$ cat src/rtl/player_pkg.sv
// Shared types and defaults for the music player sequencer.
package player_pkg;

  typedef enum logic [1:0] {
    STOPPED = 2'd0,
    PLAYING = 2'd1,
    PAUSED  = 2'd2
  } state_e;

  localparam int NUM_TRACKS_DEF     = 4;
  localparam int ADDR_W_DEF         = 12;
  localparam int VOL_BITS_DEF       = 4;
  localparam int VOL_DEFAULT_DEF    = 8;
  localparam int RESTART_THRESH_DEF = 256;
  localparam int LOOP_ALL_DEF       = 0;

  function automatic int trk_w(input int n);
    return (n > 1) ? $clog2(n) : 1;
  endfunction

endpackage

$ cat src/rtl/sat_counter.sv
// Up/down counter clamped at 0 and all-ones.
module sat_counter #(
  parameter int W       = 4,
  parameter int RST_VAL = 0
) (
  input  logic         clk,
  input  logic         rst_n,
  input  logic         inc_i,
  input  logic         dec_i,
  output logic [W-1:0] cnt_o
);

  logic [W-1:0] cnt_q, cnt_d;

  always_comb begin
    cnt_d = cnt_q;
    if (inc_i && !dec_i && cnt_q != '1)
      cnt_d = cnt_q + W'(1);
    else if (dec_i && !inc_i && cnt_q != '0)
      cnt_d = cnt_q - W'(1);
  end

  always_ff @(posedge clk or negedge rst_n) begin
    if (!rst_n) cnt_q <= W'(RST_VAL);
    else        cnt_q <= cnt_d;
  end

  assign cnt_o = cnt_q;

endmodule

$ cat src/rtl/playback_controller.sv
// Transport sequencer: play/pause/skip FSM, track and sample address,
// volume level.
module playback_controller
  import player_pkg::*;
#(
  parameter int NUM_TRACKS     = NUM_TRACKS_DEF,
  parameter int ADDR_W         = ADDR_W_DEF,
  parameter int VOL_BITS       = VOL_BITS_DEF,
  parameter int VOL_DEFAULT    = VOL_DEFAULT_DEF,
  parameter int RESTART_THRESH = RESTART_THRESH_DEF,
  parameter int LOOP_ALL       = LOOP_ALL_DEF,
  localparam int TRK_W         = trk_w(NUM_TRACKS)
) (
  input  logic                clk,
  input  logic                rst_n,
  input  logic                play_pause,
  input  logic                volume_up,
  input  logic                volume_down,
  input  logic                forward,
  input  logic                backward,
  input  logic                sample_tick,
  input  logic                track_end,
  output logic [TRK_W-1:0]    track_sel,
  output logic [ADDR_W-1:0]   rom_addr,
  output logic [VOL_BITS-1:0] volume,
  output logic                playing,
  output logic                paused,
  output logic                track_change
);

  localparam logic [TRK_W-1:0]  LAST   = TRK_W'(NUM_TRACKS - 1);
  localparam logic [ADDR_W-1:0] THRESH = ADDR_W'(RESTART_THRESH);

  state_e            state_q, state_d;
  logic [TRK_W-1:0]  trk_q, trk_d;
  logic [ADDR_W-1:0] addr_q, addr_d;
  logic              tc_q, tc_d;
  logic              play_q, pause_q;

  always_comb begin
    state_d = state_q;
    trk_d   = trk_q;
    addr_d  = addr_q;
    tc_d    = 1'b0;
    if (play_pause) begin
      unique case (state_q)
        STOPPED: begin
          state_d = PLAYING;
          addr_d  = '0;
        end
        PLAYING: state_d = PAUSED;
        default: state_d = PLAYING;
      endcase
    end else if (forward || backward) begin
      addr_d = '0;
      tc_d   = 1'b1;
      if (state_q == PAUSED) state_d = STOPPED;
      if (forward)
        trk_d = (trk_q == LAST) ? '0 : trk_q + TRK_W'(1);
      else if (!(state_q == PLAYING && addr_q >= THRESH))
        trk_d = (trk_q == '0) ? LAST : trk_q - TRK_W'(1);
    end else if (sample_tick && state_q == PLAYING) begin
      if (!track_end && addr_q != '1) begin
        addr_d = addr_q + ADDR_W'(1);
      end else begin
        // End of track: advance, wrap, or stop after the last one
        addr_d = '0;
        tc_d   = 1'b1;
        if (trk_q != LAST) begin
          trk_d = trk_q + TRK_W'(1);
        end else begin
          trk_d = '0;
          if (LOOP_ALL == 0) state_d = STOPPED;
        end
      end
    end
  end

  always_ff @(posedge clk or negedge rst_n) begin
    if (!rst_n) begin
      state_q <= STOPPED;
      trk_q   <= '0;
      addr_q  <= '0;
      tc_q    <= 1'b0;
      play_q  <= 1'b0;
      pause_q <= 1'b0;
    end else begin
      state_q <= state_d;
      trk_q   <= trk_d;
      addr_q  <= addr_d;
      tc_q    <= tc_d;
      play_q  <= (state_d == PLAYING);
      pause_q <= (state_d == PAUSED);
    end
  end

  sat_counter #(
    .W       (VOL_BITS),
    .RST_VAL (VOL_DEFAULT)
  ) u_vol (
    .clk   (clk),
    .rst_n (rst_n),
    .inc_i (volume_up),
    .dec_i (volume_down),
    .cnt_o (volume)
  );

  assign track_sel    = trk_q;
  assign rom_addr     = addr_q;
  assign playing      = play_q;
  assign paused       = pause_q;
  assign track_change = tc_q;

endmodule

$ cat config.mk
export PLATFORM = sky130hd
export DESIGN_NAME = playback_controller
export DESIGN_NICKNAME = d
export VERILOG_FILES = /design/src/rtl/player_pkg.sv /design/src/rtl/sat_counter.sv /design/src/rtl/playback_controller.sv
export SDC_FILE = /design/constraint.sdc
export NUM_CORES = 1
export LEC_CHECK = 0
export CAP_MARGIN = 40
export CORE_AREA = 2 2 61 107
export CTS_BUF_LIST = sky130_fd_sc_hd__clkbuf_8
export CTS_CLUSTER_SIZE = 16
export DETAILED_ROUTE_END_ITERATION = 8
export DIE_AREA = 0 0 63 109
export PLACE_DENSITY = 0.54
export SETUP_SLACK_MARGIN = 0.15
export SLEW_MARGIN = 10
export SYNTH_ARGS = -nofsm -noshare
export SYNTH_HDL_FRONTEND = slang
export SYNTH_SLANG_ARGS = --single-unit
export TNS_END_PERCENT = 10
$ cat constraint.sdc
create_clock -name clk -period 2.6 [get_ports clk]
set_clock_uncertainty 0.05 [all_clocks]
set_input_delay 0.52 -clock clk [delete_from_list [all_inputs] [get_ports clk]]
set_output_delay 0.52 -clock clk [all_outputs]
set_load 0.05 [all_outputs]
# --- Yosys cells after proc, flatten, opt, wreduce, memory -nomap -nowiden ---
# Index checks and enable logic that the tools add are counted.
word_totals:
  regBits: 23
  input_bits: 9
  output_inout_bits: 21
  word_cells: 70
op_classes:
  n_addsub: 5
  n_lt_le_gt_ge: 1
  eq_ne: 11
  mux: 26
  bitwise_logic: 1
  n_reduce_logical: 19
ops:
  columns: ["cell", "count"]
  rows:
  - ["two-way mux 12 bit", 5]
  - ["two-way mux 2 bit", 15]
  - ["adder 12 x 1 -> 12 bit, second input constant", 1]
  - [">= comparator 12 x 9 -> 1 bit, second input constant", 1]
  - ["!= test 12 bit, second input constant", 1]
  - ["two-way mux 4 bit", 2]
  - ["logical AND 1 bit", 7]
  - ["== test 2 bit, second input constant", 3]
  - ["adder 4 x 1 -> 4 bit, second input constant", 1]
  - ["== test 2 x 1 -> 1 bit, second input constant", 2]
  - ["zero test 2 bit", 2]
  - ["two-way mux 1 bit", 4]
  - ["!= test 2 bit, second input constant", 2]
  - ["!= test 4 bit, second input constant", 1]
  - ["AND reduction 4 bit", 1]
  - ["nonzero test 2 bit", 2]
  - ["nonzero test 4 bit", 1]
  - ["subtractor 4 x 1 -> 4 bit, second input constant", 1]
  - ["zero test 1 bit", 3]
  - ["!= test 3 bit, second input constant", 1]
  - ["nonzero test 3 bit", 1]
  - ["adder 2 x 1 -> 2 bit, second input constant", 1]
  - ["!= test 2 x 1 -> 1 bit, second input constant", 1]
  - ["AND reduction 2 bit", 1]
  - ["3 further kinds", 3]

# --- Logic depth before layout (Yosys ltp) ---
# Gate-level depths: netlist of the first run.
logic_depth:
  word_depth: 7
  depth_mapped: 7
  depth_no_buf: 7

# --- Hierarchy ---
# From an unflattened synthesis of the first run, not the netlist that was laid out.
hier_totals:
  cells_unflattened: 154
  hier_area_um2: 1471.4
by_module_without_submodules:
  columns: ["module", "n_inst", "cells_per_inst", "area_each_um2", "seq_area_each_um2"]
  rows:
  - ["playback_controller", 1, 134, 1213.7, 475.5]
  - ["sat_counter", 1, 20, 257.7, 101.3]

# --- Worst setup path after synthesis of the first run ---
# OpenSTA, ideal clock, no wires.
synth_timing:
  path_kind: "flip-flop to flip-flop"
  from: "register u_vol.cnt_q[0] (netlist: u_vol.cnt_o[0])"
  to: "register u_vol.cnt_q[3] (netlist: u_vol.cnt_o[3])"
  setup_time_ns: 0.075
  t_arrival_ns: 1.978
  required_time_ns: 2.475
  setup_slack_ns: 0.497
  stages_incl_launch_ff: 8
  path_buffers: 0
  synth_period_minus_slack_ns: 2.103
  cell_sequence: "dfrtp_1 > nand4_1 > nand3b_1 > ha_1 > a21o_1 > a21oi_1 > mux2i_1 > xor2_1"
synth_between:
  elab_chain_len: 3
  elab_cells_between_ends: 9
  classes_between: "add/sub: 2; eq/ne: 1; mux: 2; reduce/logical: 4"
synth_lines:
  columns: ["item", "line_no", "source"]
  rows:
  - ["start, declared", "sat_counter.sv:13", "logic [W-1:0] cnt_q, cnt_d;"]
  - ["start signal, assigned", "sat_counter.sv:24", "if (!rst_n) cnt_q <= W'(RST_VAL);"]
  - ["start signal, assigned", "sat_counter.sv:25", "else cnt_q <= cnt_d;"]
  - ["subtractor 4 x 1 -> 4 bit (tied with other cells)", "sat_counter.sv:20", "cnt_d = cnt_q - W'(1);"]
  - ["two-way mux 4 bit (tied with other cells)", "sat_counter.sv:19", "else if (dec_i && !inc_i && cnt_q != '0)"]
  - ["two-way mux 4 bit / nonzero test 2 bit (equally long branches)", null, null]
# Several ways; a longest one is shown, not always the timed one. The select of a mux whose other input is x is not followed.
# A chain may end at the register's enable or synchronous reset.

# --- Final worst setup path of the first run ---
layout_timing:
  from: "register u_vol.cnt_q[3] (netlist: u_vol.cnt_o[3])"
  to: "output volume[3]"
layout_rtl:
  columns: ["item", "line_no", "source"]
  rows:
  - ["end, declared", "playback_controller.sv:25", "output logic [VOL_BITS-1:0] volume,"]
# No word-level cell between the ends.

==> PnR_summary.wiki, run 1 <==
{| class="wikitable"
! Metric !! Value
|-
| Share of post-route cells with drive strength above 1 || 0.1092
|-
| Pin count of the biggest net entering global routing || 24
|-
| Sequential cell area fraction in the yosys report || 0.3940
|-
| FF-to-FF Start || rom_addr[0]
|-
| Maximum operating frequency || 0.4511 GHz
|-
| Number of buffers created by CTS || 3
|-
| Top post-synthesis cells by area || dfrtp_1 (38%), ha_1 (5.1%), a31oi_1 (3.4%), a31oi_4 (2.9%), o21ai_0 (2.7%)
|-
| Most numerous cell in the Yosys netlist || dfrtp_1
|-
| Worst setup margin || 0.3834 ns
|-
| Total power after layout || 1.511 mW
|-
| Leftover overflow at the end of global routing || 0
|-
| Wire length of the first global-routing pass || 5.858 mm
|-
| Nature of the critical path endpoint || output pin
|-
| Post-layout nets || 191
|-
| Ratio of final minimum period to clock period || 0.8525
|-
| Die Y || 109 um
|-
| Static power due to leakage || 0.7528 nW
|-
| Routability cong. || 0.7616
|-
| Cell type of the slowest stage on the worst timing path || clkdlybuf4s50_1
|-
| Most area-hungry cell type in the Yosys netlist || dfrtp_1
|-
| Number of standard cells in the layout, taps in and fillers out || 254
|-
| Hold_buf cts || 0
|-
| Power Dens Cells || 804.7 mW/mm2
|-
| Cells traversed along the worst timing path || clkdlybuf4s50_1
|-
| Pre-Repair DR Iteration Count || 4
|-
| Clock tree root buffer cell || clkbuf_8
|-
| Endpoints failing hold || 0
|-
| Via count of the first global-routing pass || 1252
|-
| Antenna-violating nets left || 0
|-
| DR iter-0 viols || 31
|-
| Predominant post-synthesis flop cell || dfrtp_1
|-
| Data arrival time of the critical path || 1.65 ns
|-
| Sinks on Clock Net || 23
|-
| Top Family by Delay on Critical Path || buffers and inverters
|-
| Fraction of synthesized cell area taken by the top area cell type || 0.3761
|-
| Number of antenna violations at the first check in global routing || 0
|-
| Maximum number of buffers from clock root to sink || 2
|-
| Clock transition at the registers of the reported paths || 0.09 ns
|-
| RSZ-0062 raised after global routing || false
|-
| Relative max-transition margin || 0.6156
|-
| Post-synthesis instance total || 143
|-
| Source of the critical timing path || u_vol.cnt_o[3]
|-
| Max-cap violations || 0
|-
| Max stage delay on crit path || 0.81 ns
|-
| Number of inserted diodes || 0
|-
| Startpoint-to-endpoint class of the critical path || flop to output pin
|-
| Mapped cell area || 0.001464 mm2
|-
| Most numerous cell types in the synthesized netlist || dfrtp_1 (22), a31oi_1 (8), o21ai_0 (8)
|-
| Flip-flop and latch count after synthesis || 23
|-
| Total wirelength of the detailed-routed design || 3.542 mm
|-
| Detailed placer's ending HPWL || 2.746 mm
|-
| Number of enable-type register cells in the synthesized netlist || 0
|-
| Final period demand of the worst path || 2.217 ns
|-
| Number of pins exceeding their max-slew limit in the final report || 0
|-
| Setup Fix Bufs, Post-CTS || 0
|-
| Clock Latency Late Sink || 0.27 ns
|-
| Number of buffer cells added on primary ports || 29
|-
| DRC violation count after routing || 0
|-
| Final setup violation count || 0
|-
| Core Footprint || 0.006038 mm2
|-
| All-layer global routing usage || 0.1078
|-
| Floorplan row count || 38
|-
| Chip Width || 63 um
|-
| Buffers and inverters on the worst path || 1
|-
| Starting density of the core || 0.2424
|-
| Path class of the lowest-slack min-delay path || flop to flop
|-
| TritonCTS clock tree || done
|-
| # IOs || 30
|-
| Placed Instances || 250
|-
| Post-Syn Area per Cell || 10.24 um2
|-
| Warning count from the yosys run || 0
|-
| Die outline area || 0.006867 mm2
|-
| Area growth from synthesis to layout || 28.29%
|-
| Total via count in the routed design || 1233
|-
| Hold path startpoint || u_vol.cnt_o[3]
|-
| Nets in the synthesized netlist || 159
|-
| Max Fanout on Critical Path || 4
|-
| Resized cells post-CTS || 0
|-
| Post-route setup TNS || 0 ns
|-
| Worst setup SP type || flop
|-
| Unique masters post-synth || 44
|-
| Maximum vdd drop || 0.0002773 V
|-
| Ys async rst share || 1.000
|-
| Worst slack after detailed placement || 0.1991 ns
|-
| Required time of the worst setup path || 2.03 ns
|-
| Actual transition at the worst max-transition pin || 0.5706 ns
|-
| Routed vias/inst || 4.854
|-
| DR WL/cell || 13.94 um
|-
| Result of the run || finished clean
|-
| Deepest level of the CTS H-tree || 1
|}
worst register-to-register path, delay by kind of cell (launching register included):
| kind | cells | cell delay, ns |
|---|---|---|
| AND/OR/NAND/NOR | 2 | 0.86 |
| AO/OA/AOI/OAI | 2 | 0.34 |
| adder cells (fa/ha/maj) | 1 | 0.27 |
| flip-flops | 1 | 0.44 |
area by class of cell:
class	count	area (um2)
clock buffers	3	41.29
clock inverters	1	5.005
fillers	656	4160
inverters	7	26.28
multi-input cells	109	823.3
flip-flops and latches	23	576.8
well taps	80	100.1
repair buffers	31	305.3
registers in the layout (all words and copies together), names as in the netlist:
register      count
rom_addr         12
state_q           2
u_vol.cnt_o       4
track_sel         2
paused            1
track_change      1
playing           1
cells in the final DEF, fill, tap and decap left out, types with 3 or more instances in the layout:
master / count
a21o_1: 3
a21oi_1: 6
a31oi_1: 8
and3_1: 3
and4_1: 4
clkbuf_8: 3
clkdlybuf4s50_1: 29
dfrtp_1: 22
ha_1: 6
inv_1: 7
mux2i_1: 3
nand2_1: 7
nand2b_1: 6
nand3_1: 4
nand4_1: 4
nor2_1: 4
nor2b_1: 4
nor3_1: 3
o21ai_0: 8
xor2_1: 4
layer usage:
layer  track usage  vias to the layer above  part of all wire
li1              -                      604                 -
met1        0.1091                      601              0.41
met2        0.2158                       23              0.55
met3       0.01858                        5             0.029
met4       0.03810                        0             0.016
met5             0                        -                 0
final timing paths:
check | endpoint | slack (ns) | cells past startpoint
max reg2reg | track_sel[0] | 0.57 | 5
min reg2reg | u_vol.cnt_o[3] | 0.50 | 1
max | volume[3] | 0.38 | 1
min in group asynchronous | rom_addr[5] | 0.55 | 2
max in group asynchronous | u_vol.cnt_o[3] | 1.66 | 2
min | u_vol.cnt_o[3] | 0.50 | 1
report_power, final:
group / leakage (nW) / total [mW] / switching, mW / internal (mW)
sequential: 0.298 / 0.545 / 0.101 / 0.444
combinational: 0.430 / 0.736 / 0.437 / 0.300
clock: 0.0255 / 0.230 / 0.123 / 0.107
total: 0.753 / 1.51 / 0.660 / 0.851
stage by stage:
step	utilization	area, um2	hold WS (ns)
after CTS	0.3110	1878	0.5006
after detailed placement	0.3034	1832	0.4842
final	0.3110	1878	0.4964
after global routing	0.3110	1878	0.5051
after global placement	0.3034	1832	0.4823
after floorplan	-	1464	0.1744
logic make-up after synthesis:
group,synth area share
compound gates,0.1983
xor+xnor,0.02393
fa+ha+maj,0.06496
buf+inv,0.04359
simple gates,0.2393
flops,0.3940
mux,0.03590
No activity file was read; power rests on OpenSTA's default activity.
==> run 2, diff against run 1 <==
--- a/config.mk
+++ b/config.mk
@@ -5,6 +5,7 @@
 export SDC_FILE = /design/constraint.sdc
 export NUM_CORES = 1
 export LEC_CHECK = 0
+export ABC_AREA = 0
 export CAP_MARGIN = 40
 export CORE_AREA = 2 2 61 107
 export CTS_BUF_LIST = sky130_fd_sc_hd__clkbuf_8
==> results of run 2 <==
The final DEF is identical to that of run 1; final timing and power are the same.
